[config.mk]
export PLATFORM = sky130hd
export DESIGN_NAME = pc_cache_engine_flat
export DESIGN_NICKNAME = d
export VERILOG_FILES = /design/src/rtl/pc_cache_engine_if.sv /design/src/rtl/pc_cache_engine.sv /design/src/flat_wrapper.sv
export SDC_FILE = /design/constraint.sdc
export NUM_CORES = 1
export LEC_CHECK = 0
export ABC_AREA = 1
export CORE_MARGIN = 5
export CORE_UTILIZATION = 36
export CTS_CLUSTER_SIZE = 40
export DETAILED_ROUTE_END_ITERATION = 8
export PLACE_DENSITY = 0.63
export SETUP_SLACK_MARGIN = 0.4
export SYNTH_ARGS = -nofsm -noshare
export SYNTH_HDL_FRONTEND = slang
export SYNTH_SLANG_ARGS = --single-unit
[constraint.sdc]
create_clock -name clk -period 2.2 [get_ports clk]
set_input_delay 0.22 -clock clk [delete_from_list [all_inputs] [get_ports clk]]
set_output_delay 0.22 -clock clk [all_outputs]
set_load 0.005 [all_outputs]
[src/rtl/pc_cache_engine_if.sv]
// pc_cache_engine_if
// Groups the ALU, memory, PC and save-stream signals of pc_cache_engine.
//   master : the surrounding datapath (drives requests, reads results)
//   slave  : the engine itself
// Request side : alu_out, cache_write, cache_sel, pc, mem_out, mem_valid,
//                load_start, save_start, save_ready
// Result side  : cache_out, load_out, load_done, save_out, save_valid, busy
interface pc_cache_engine_if #(
    parameter int DATA_W      = 8,
    parameter int PC_BYTES    = 2,
    parameter int CACHE_DEPTH = 4
);
    localparam int PC_W   = DATA_W * PC_BYTES;
    localparam int CSEL_W = (CACHE_DEPTH > 1) ? $clog2(CACHE_DEPTH) : 1;

    logic [DATA_W-1:0] alu_out;
    logic              cache_write;
    logic [CSEL_W-1:0] cache_sel;
    logic [PC_W-1:0]   pc;
    logic [DATA_W-1:0] mem_out;
    logic              mem_valid;
    logic              load_start;
    logic              save_start;
    logic              save_ready;
    logic [DATA_W-1:0] cache_out;
    logic [PC_W-1:0]   load_out;
    logic              load_done;
    logic [DATA_W-1:0] save_out;
    logic              save_valid;
    logic              busy;

    modport master (
        output alu_out, cache_write, cache_sel, pc, mem_out, mem_valid,
               load_start, save_start, save_ready,
        input  cache_out, load_out, load_done, save_out, save_valid, busy
    );

    modport slave (
        input  alu_out, cache_write, cache_sel, pc, mem_out, mem_valid,
               load_start, save_start, save_ready,
        output cache_out, load_out, load_done, save_out, save_valid, busy
    );
endinterface

[src/rtl/pc_cache_engine.sv]
// pc_cache_engine
// Small bank of ALU-written cache bytes plus a PC snapshot taken on every
// cache write. A byte-serial loader assembles a jump target from memory
// (LS byte first); a byte-serial saver streams the snapshot out (MS byte
// first) under a valid/ready handshake.
// Ports:
//   clk   : system clock, rising edge
//   reset : asynchronous active-low reset
//   bus   : pc_cache_engine_if.slave (see interface for signal list)
module pc_cache_engine #(
    parameter int DATA_W      = 8,
    parameter int PC_BYTES    = 2,
    parameter int CACHE_DEPTH = 4,
    parameter int CACHE_INIT  = 212
) (
    input  logic                clk,
    input  logic                reset,
    pc_cache_engine_if.slave    bus
);
    localparam int PC_W   = DATA_W * PC_BYTES;
    localparam int CSEL_W = (CACHE_DEPTH > 1) ? $clog2(CACHE_DEPTH) : 1;
    localparam int CNT_W  = (PC_BYTES > 1) ? $clog2(PC_BYTES) : 1;

    localparam logic [CNT_W-1:0]  LAST_C    = CNT_W'(PC_BYTES - 1);
    localparam logic [CNT_W-1:0]  ZERO_C    = {CNT_W{1'b0}};
    localparam logic [CSEL_W:0]   DEPTH_C   = (CSEL_W + 1)'(CACHE_DEPTH);
    localparam logic [DATA_W-1:0] INIT_C    = DATA_W'(CACHE_INIT);

    typedef enum logic [1:0] {
        ST_IDLE = 2'd0,
        ST_LOAD = 2'd1,
        ST_SAVE = 2'd2
    } state_t;

    state_t             state_r;
    state_t             state_next_s;
    logic [DATA_W-1:0]  cache_mem_r [CACHE_DEPTH];
    logic [PC_W-1:0]    snapshot_r;
    logic [PC_W-1:0]    shift_r;
    logic [PC_W-1:0]    asm_r;
    logic [PC_W-1:0]    asm_next_s;
    logic [PC_W-1:0]    load_out_r;
    logic               load_done_r;
    logic [CNT_W-1:0]   cnt_r;
    logic               sel_ok_s;
    logic [DATA_W-1:0]  save_byte_s;
    logic [DATA_W-1:0]  save_out_s;
    logic               save_valid_s;
    logic               busy_s;

    // Range check of the shared cache index (one extra bit avoids wrap).
    always_comb begin
        sel_ok_s = ({1'b0, bus.cache_sel} < DEPTH_C);
    end

    // Assembly value with the incoming memory byte merged at the counter slot.
    always_comb begin
        asm_next_s = asm_r;
        for (int i = 0; i < PC_BYTES; i++) begin
            if (cnt_r == CNT_W'(i)) begin
                asm_next_s[i*DATA_W +: DATA_W] = bus.mem_out;
            end else begin
                asm_next_s[i*DATA_W +: DATA_W] = asm_r[i*DATA_W +: DATA_W];
            end
        end
    end

    // Byte of the in-flight shift register selected by the counter.
    always_comb begin
        save_byte_s = {DATA_W{1'b0}};
        for (int i = 0; i < PC_BYTES; i++) begin
            if (cnt_r == CNT_W'(i)) begin
                save_byte_s = shift_r[i*DATA_W +: DATA_W];
            end else begin
                save_byte_s = save_byte_s;
            end
        end
    end

    // FSM state register.
    always_ff @(posedge clk or negedge reset) begin
        if (!reset) begin
            state_r <= ST_IDLE;
        end else begin
            state_r <= state_next_s;
        end
    end

    // FSM next-state logic; load wins a simultaneous start.
    always_comb begin
        state_next_s = state_r;
        case (state_r)
            ST_IDLE: begin
                if (bus.load_start) begin
                    state_next_s = ST_LOAD;
                end else if (bus.save_start) begin
                    state_next_s = ST_SAVE;
                end else begin
                    state_next_s = ST_IDLE;
                end
            end
            ST_LOAD: begin
                if (bus.mem_valid && (cnt_r == LAST_C)) begin
                    state_next_s = ST_IDLE;
                end else begin
                    state_next_s = ST_LOAD;
                end
            end
            ST_SAVE: begin
                if (bus.save_ready && (cnt_r == ZERO_C)) begin
                    state_next_s = ST_IDLE;
                end else begin
                    state_next_s = ST_SAVE;
                end
            end
            default: begin
                state_next_s = ST_IDLE;
            end
        endcase
    end

    // FSM output decode: save stream is live only while saving.
    always_comb begin
        save_out_s   = {DATA_W{1'b0}};
        save_valid_s = 1'b0;
        busy_s       = 1'b1;
        case (state_r)
            ST_IDLE: begin
                busy_s = 1'b0;
            end
            ST_LOAD: begin
                busy_s = 1'b1;
            end
            ST_SAVE: begin
                save_out_s   = save_byte_s;
                save_valid_s = 1'b1;
            end
            default: begin
                busy_s = 1'b0;
            end
        endcase
    end

    // Cache bank and snapshot; writes are accepted in every state.
    always_ff @(posedge clk or negedge reset) begin
        if (!reset) begin
            for (int i = 0; i < CACHE_DEPTH; i++) begin
                cache_mem_r[i] <= (i == 0) ? INIT_C : {DATA_W{1'b0}};
            end
            snapshot_r <= {PC_W{1'b0}};
        end else if (bus.cache_write) begin
            if (sel_ok_s) begin
                cache_mem_r[bus.cache_sel] <= bus.alu_out;
            end
            snapshot_r <= bus.pc;
        end
    end

    // Loader/saver datapath: byte counter, assembly and shift registers.
    always_ff @(posedge clk or negedge reset) begin
        if (!reset) begin
            cnt_r       <= ZERO_C;
            asm_r       <= {PC_W{1'b0}};
            shift_r     <= {PC_W{1'b0}};
            load_out_r  <= {PC_W{1'b0}};
            load_done_r <= 1'b0;
        end else begin
            load_done_r <= 1'b0;
            case (state_r)
                ST_IDLE: begin
                    if (bus.load_start) begin
                        cnt_r <= ZERO_C;
                    end else if (bus.save_start) begin
                        shift_r <= snapshot_r;
                        cnt_r   <= LAST_C;
                    end
                end
                ST_LOAD: begin
                    if (bus.mem_valid) begin
                        asm_r <= asm_next_s;
                        if (cnt_r == LAST_C) begin
                            load_out_r  <= asm_next_s;
                            load_done_r <= 1'b1;
                        end else begin
                            cnt_r <= cnt_r + 1'b1;
                        end
                    end
                end
                ST_SAVE: begin
                    if (bus.save_ready && (cnt_r != ZERO_C)) begin
                        cnt_r <= cnt_r - 1'b1;
                    end
                end
                default: begin
                    cnt_r <= ZERO_C;
                end
            endcase
        end
    end

    assign bus.cache_out  = sel_ok_s ? cache_mem_r[bus.cache_sel] : {DATA_W{1'b0}};
    assign bus.load_out   = load_out_r;
    assign bus.load_done  = load_done_r;
    assign bus.save_out   = save_out_s;
    assign bus.save_valid = save_valid_s;
    assign bus.busy       = busy_s;
endmodule

[src/flat_wrapper.sv]
// flat-port wrapper written by rule: the top's interface ports become plain ports
module pc_cache_engine_flat 
#(
    parameter int DATA_W      = 8,
    parameter int PC_BYTES    = 2,
    parameter int CACHE_DEPTH = 4,
    parameter int CACHE_INIT  = 212
)
  (clk, reset, bus_alu_out, bus_cache_write, bus_cache_sel, bus_pc, bus_mem_out, bus_mem_valid, bus_load_start, bus_save_start, bus_save_ready, bus_cache_out, bus_load_out, bus_load_done, bus_save_out, bus_save_valid, bus_busy);
  pc_cache_engine_if #(.DATA_W(DATA_W), .PC_BYTES(PC_BYTES), .CACHE_DEPTH(CACHE_DEPTH)) bus_i ();
  input  logic clk;
  input  logic reset;
  input wire logic [$bits(bus_i.alu_out)-1:0] bus_alu_out;
  input wire logic [$bits(bus_i.cache_write)-1:0] bus_cache_write;
  input wire logic [$bits(bus_i.cache_sel)-1:0] bus_cache_sel;
  input wire logic [$bits(bus_i.pc)-1:0] bus_pc;
  input wire logic [$bits(bus_i.mem_out)-1:0] bus_mem_out;
  input wire logic [$bits(bus_i.mem_valid)-1:0] bus_mem_valid;
  input wire logic [$bits(bus_i.load_start)-1:0] bus_load_start;
  input wire logic [$bits(bus_i.save_start)-1:0] bus_save_start;
  input wire logic [$bits(bus_i.save_ready)-1:0] bus_save_ready;
  output wire logic [$bits(bus_i.cache_out)-1:0] bus_cache_out;
  output wire logic [$bits(bus_i.load_out)-1:0] bus_load_out;
  output wire logic [$bits(bus_i.load_done)-1:0] bus_load_done;
  output wire logic [$bits(bus_i.save_out)-1:0] bus_save_out;
  output wire logic [$bits(bus_i.save_valid)-1:0] bus_save_valid;
  output wire logic [$bits(bus_i.busy)-1:0] bus_busy;
  assign bus_i.alu_out = bus_alu_out;
  assign bus_i.cache_write = bus_cache_write;
  assign bus_i.cache_sel = bus_cache_sel;
  assign bus_i.pc = bus_pc;
  assign bus_i.mem_out = bus_mem_out;
  assign bus_i.mem_valid = bus_mem_valid;
  assign bus_i.load_start = bus_load_start;
  assign bus_i.save_start = bus_save_start;
  assign bus_i.save_ready = bus_save_ready;
  assign bus_cache_out = bus_i.cache_out;
  assign bus_load_out = bus_i.load_out;
  assign bus_load_done = bus_i.load_done;
  assign bus_save_out = bus_i.save_out;
  assign bus_save_valid = bus_i.save_valid;
  assign bus_busy = bus_i.busy;
  pc_cache_engine #(.DATA_W(DATA_W), .PC_BYTES(PC_BYTES), .CACHE_DEPTH(CACHE_DEPTH), .CACHE_INIT(CACHE_INIT)) u_core (.clk(clk), .reset(reset), .bus(bus_i));
endmodule
After elaboration in Yosys (flattened, before gate mapping):

Cells that the tools add are included.

* add/sub/neg operators: 2
* multiply operators: 0
* divide/modulo/power cells: 0
* order comparisons: 2
* equality and inequality tests: 5
* shift operators: 0
* multiplexer cells: 26
* bitwise operators: 3
* reduce and logical (&&, ||, !) cells: 10

Operators with widths (count)
* $mux W8: 7
* $bwmux W32: 1
* $bmux W8 S2: 1
* $demux W8 S2: 1
* $mux W1: 11
* $reduce_and A3 Y1: 3
* $mux W2: 3
* $pmux W2 S3: 1
* $logic_and A1 B1 Y1: 4
* $ge A3 B3 Y1 const B: 1
* $lt A3 B1 Y1 const B: 1
* $ne A3 B3 Y1 const B: 1
* $not A2 Y3: 1
* $pmux W1 S3: 1
* $eq A2 B1 Y1 const B: 1
* $eq A2 B2 Y1 const B: 1
* $logic_not A2 Y1: 1
* $ne A2 B1 Y1 const B: 1
* $ne A2 B2 Y1 const B: 1
* $not A1 Y1: 2
* $reduce_and A2 Y1: 1
* $reduce_or A2 Y1: 1
* $add A1 B1 Y1 const B: 1
* $sub A1 B1 Y1 const B: 1

* flip-flop bits (word level): 100
* latch bits: 0
* memory bits (writable): 0
* bits in read-only memories: 0
* input port bits: 41
* output and inout bits: 35
* logic and storage cells: 59
* memories kept: 0

Logic depth before layout (Yosys ltp):

* word-level depth: 6
* depth in mapped cells: 8
* gate-level depth less buffers: 7

Worst setup path before layout:

No wires, ideal clock.

* kind: register to register
* start: reg u_core.state_r[1]
* end: reg u_core.load_out_r[2], in the netlist u_core.bus.load_out[2]
* library setup time: 0.116 ns
* data arrival time: 1.262 ns
* data required time: 2.084 ns
* slack: 0.821 ns
* stages on the path, launching flop included: 9
* buffers on the path: 1
* period minus slack after synthesis: 1.379 ns
* cells stage by stage: dfrtp_1 > inv_1 > ha_1 > nand2_1 > nor2_4 > inv_1 > buf_2 > nand2_1 > nand2_1

* word-level cells in the longest chain between the ends: 2

RTL lines
* start, declared: RTL line pc_cache_engine.sv:35 `state_t state_r;`
* start signal, assigned: RTL line pc_cache_engine.sv:85 `state_r <= state_next_s;`
* $eq A2 B1 Y1: RTL line pc_cache_engine.sv:169 `case (state_r)`
* $reduce_and A3 Y1 (no line)
* end signal, assigned: RTL line pc_cache_engine.sv:165 `load_out_r <= {PC_W{1'b0}};`
* end signal, assigned: RTL line pc_cache_engine.sv:182 `load_out_r <= asm_next_s;`
* end, declared: RTL line pc_cache_engine.sv:42 `logic [PC_W-1:0] load_out_r;`

No other way between the ends.
A chain may end at the register's enable or synchronous reset.

Worst setup path after layout:

* start: reg u_core.state_r[0]
* end: out bus_save_out[5]

* word-level cells in the longest chain between the ends: 2

RTL lines
* $eq A2 B2 Y1: RTL line pc_cache_engine.sv:127 `case (state_r)`
* $mux W8: RTL line pc_cache_engine.sv:127
* end, declared: RTL line flat_wrapper.sv:25 `output wire logic [$bits(bus_i.save_out)-1:0] bus_save_out;`

No other way between the ends.

==> metrics.txt <==
status=finished clean; n_diodes=0; Worst path depth=6; Placer Congestion=0.767; Layout area overhead=28.9%; Worst EP required=1.98 ns; CP arrival=1.55 ns; Chip Height=115 µm; Reg area=2310 µm²; synth unique cells=23; Power Dens Cells=1010 nW/µm²; PortBufs=75; Flop pwr share=47.2%; commonest non-fill, non-tap cells in the layout=157 x nand2_1, 88 x dfrtp_1, 58 x clkdlybuf4s50_1; Final WS setup=0.433 ns; final setup TNS=0 ns; Syn Nets=487; CTS root buf=clkbuf_8; Iter 0 DRT Violations=164; share of layout cells above drive strength 1=14.2%; Setup crit end=bus_save_out[5]; crit path capture type=output port; Vias/cell=4.66; Initial Utilization=36.6%; hpwl dp=5.90 mm; Total GRT Usage=13.9%; Fillers=1,074; vias in the first global route=3,175; Sw Share=33.0%; total leakage power=2.53 nW; DP Cell Count=644; worst slack, placed=0.0841 ns; routed len/inst=12.9 µm; DRC Markers=0; DRT Pass-1 Iters=4; Final Slew Violations=0; Logic pwr share=32.8%; worst rel slew slack=58.0%; Worst path slowest cell=dfrtp_1; largest stage delay on the critical path=0.41 ns; final WL=8.63 mm; Worst Path Max Fanout=6; Clock Path Buffers=2; commonest non-fill, non-tap cell in the layout=nand2_1; Pwr Total=5.17 mW; FF+latch count, synth=92; largest net degree at the start of global routing=49; die area=13,200 µm²; Buf/Inv on CP=3; Mean Syn Cell Area=9.04 µm²; CTS tree=yes; Worst-path clk slew=0.09 ns; Clock Power Share=20.0%; delay-heaviest family, CP=buffers and inverters; Final Cycle Share=80.3%; non-filler instance count after layout=669; crit path cell chain=inv_2 -> buf_12 -> ha_4 -> o21ai_0 -> nor2_1 -> clkdlybuf4s15_1; Cell Area, Synth=3970 µm²; Setup Viol. Count Final=0; Crit Reg-Reg Endpoint=u_core.asm_r[1]$_DFFE_PN0P_; Hold Fails Final Rpt=0; vias=3,118; initial antenna violation count=0; r2r startpoint=u_core.state_r[0]$_DFF_PN0_; worst r2r path cells=7; TritonCTS Buffers=9; Final ANT Viol Nets=0; maxcap violations=0; Crit. Startpoint=u_core.state_r[0]$_DFF_PN0_; # IOs=76; Worst Tran Pin Value=0.630 ns; global-route wire length before repair=15.0 mm; worst min-delay path class=input port to asynchronous set/reset pin; multi-input logic area=1450 µm²; Max Fclk=0.566 GHz; Nets=572; row cnt=38; maximum vdd ir drop=0.000420 V; register area share after synthesis=58.1%; min Tclk post-route=1.77 ns; clk_lat worst skew=0.35 ns; Power Internal=3.47 mW; P_sw=1.71 mW; Clock Skew=0.0101 ns; WS Path Type=register to output port; Ys Warns=0; type of origin of the critical path=register; CTS H-tree lvls=3; Die Wd=115 µm; Worst R2R Setup Slack=0.57 ns; core area=10,800 µm²; GRT overflow=0; CTS sink cnt=92; RSZ-0062 raised after global routing=true; Post-Synthesis Cells=439
## metal layers
| metal | part of all wire (%) | track usage, % |
|---|---|---|
| met5 | 0 | 0 |
| met4 | 1.6 | 5.87 |
| met3 | 5.5 | 2.68 |
| met2 | 46 | 21.8 |
| met1 | 47 | 19.0 |
## repair_timing
item | in CTS | in global routing
hold buffers | 1 | 0
pin swaps | 6 | 6
gates resized for setup | 32 | 19
setup endpoints to repair | 18 | 23
setup buffers | 8 | 0
hold endpoints to repair | 45 | 0
## worst register-to-register path, stage by stage, from the launching register on
cell      delay [ns]
dfrtp_1         0.41
buf_4           0.15
ha_1            0.20
nand2_1         0.15
clkinv_1        0.28
nand2_2         0.25
nand2_1         0.07
nand2_1         0.06
## cells by family (layout without fill, tap and decap cells)
logic type,Yosys count,after routing,synth area share (%)
compound gates,86,86,12.9
fa+ha+maj,7,7,2.21
buf+inv,55,145,6.15
flops,92,92,58.1
simple gates,199,199,20.6
## synth_stat cells, drive strengths merged
cell type | number | area, µm²
a21oi | 3 | 15.0
a22oi | 10 | 75.1
buf | 10 | 75.1
clkbuf | 7 | 26.3
clkinv | 1 | 3.75
dfrtp | 88 | 2200
dfstp | 4 | 105
ha | 7 | 87.6
inv | 37 | 139
nand2 | 162 | 633
nand3 | 11 | 55.1
nand4 | 3 | 18.8
nor2 | 22 | 108
nor3 | 1 | 5.00
o21ai | 73 | 422
## registers in the layout (all words and copies together) (netlist names)
signal and flops:
u_core.state_r 2, u_core.snapshot_r 16, u_core.asm_r 8, u_core.bus.load_done 1, u_core.shift_r 16, u_core.bus.load_out 16, u_core.cache_mem_r 32, u_core.cnt_r 1
## how the worst min path moves through the flow
stage                           from  slack, ns                                 end  cells past startpoint
after detailed placement       reset       0.27  u_core.bus.load_out[6]$_DFFE_PN0P_                      1
after CTS                  bus_pc[9]       0.40    u_core.snapshot_r[9]$_DFFE_PN0P_                      3
after floorplan                reset      -0.08         u_core.asm_r[0]$_DFFE_PN0P_                      0
final                          reset       0.41         u_core.state_r[0]$_DFF_PN0_                      2
after global routing      bus_pc[11]       0.43   u_core.snapshot_r[11]$_DFFE_PN0P_                      3
after global placement         reset       0.27      u_core.bus.load_done$_DFF_PN0_                      1
## power by group through the flow
| stage | Combinational [mW] | Sequential, mW | Clock (mW) |
|---|---|---|---|
| 2_1_floorplan | 0.866 | 2.42 | 0 |
| 3_3_place_gp | 1.58 | 2.46 | 0 |
| 3_5_place_dp | 1.63 | 2.47 | 0 |
| 4_1_cts | 1.73 | 2.44 | 1.08 |
| 5_1_grt | 1.94 | 2.50 | 1.15 |
| 6_report | 1.70 | 2.44 | 1.03 |
## layout make-up
cell class / instances / area share, %
flip-flops and latches: 92 / 45.1
multi-input cells: 292 / 28.2
repair buffers: 91 / 17.0
well taps: 140 / 3.42
inverters: 38 / 2.79
clock buffers: 11 / 2.76
clock inverters: 5 / 0.709
## stage by stage
stage	cell area, µm²	utilization (%)	hold WS, ns
after floorplan	3970	-	-0.0756
after global placement	4860	44.8	0.274
after detailed placement	4860	44.8	0.273
after CTS	5120	47.3	0.399
after global routing	5120	47.2	0.433
final	5120	47.2	0.415
Note: power is estimated with default switching activity, not from simulation.
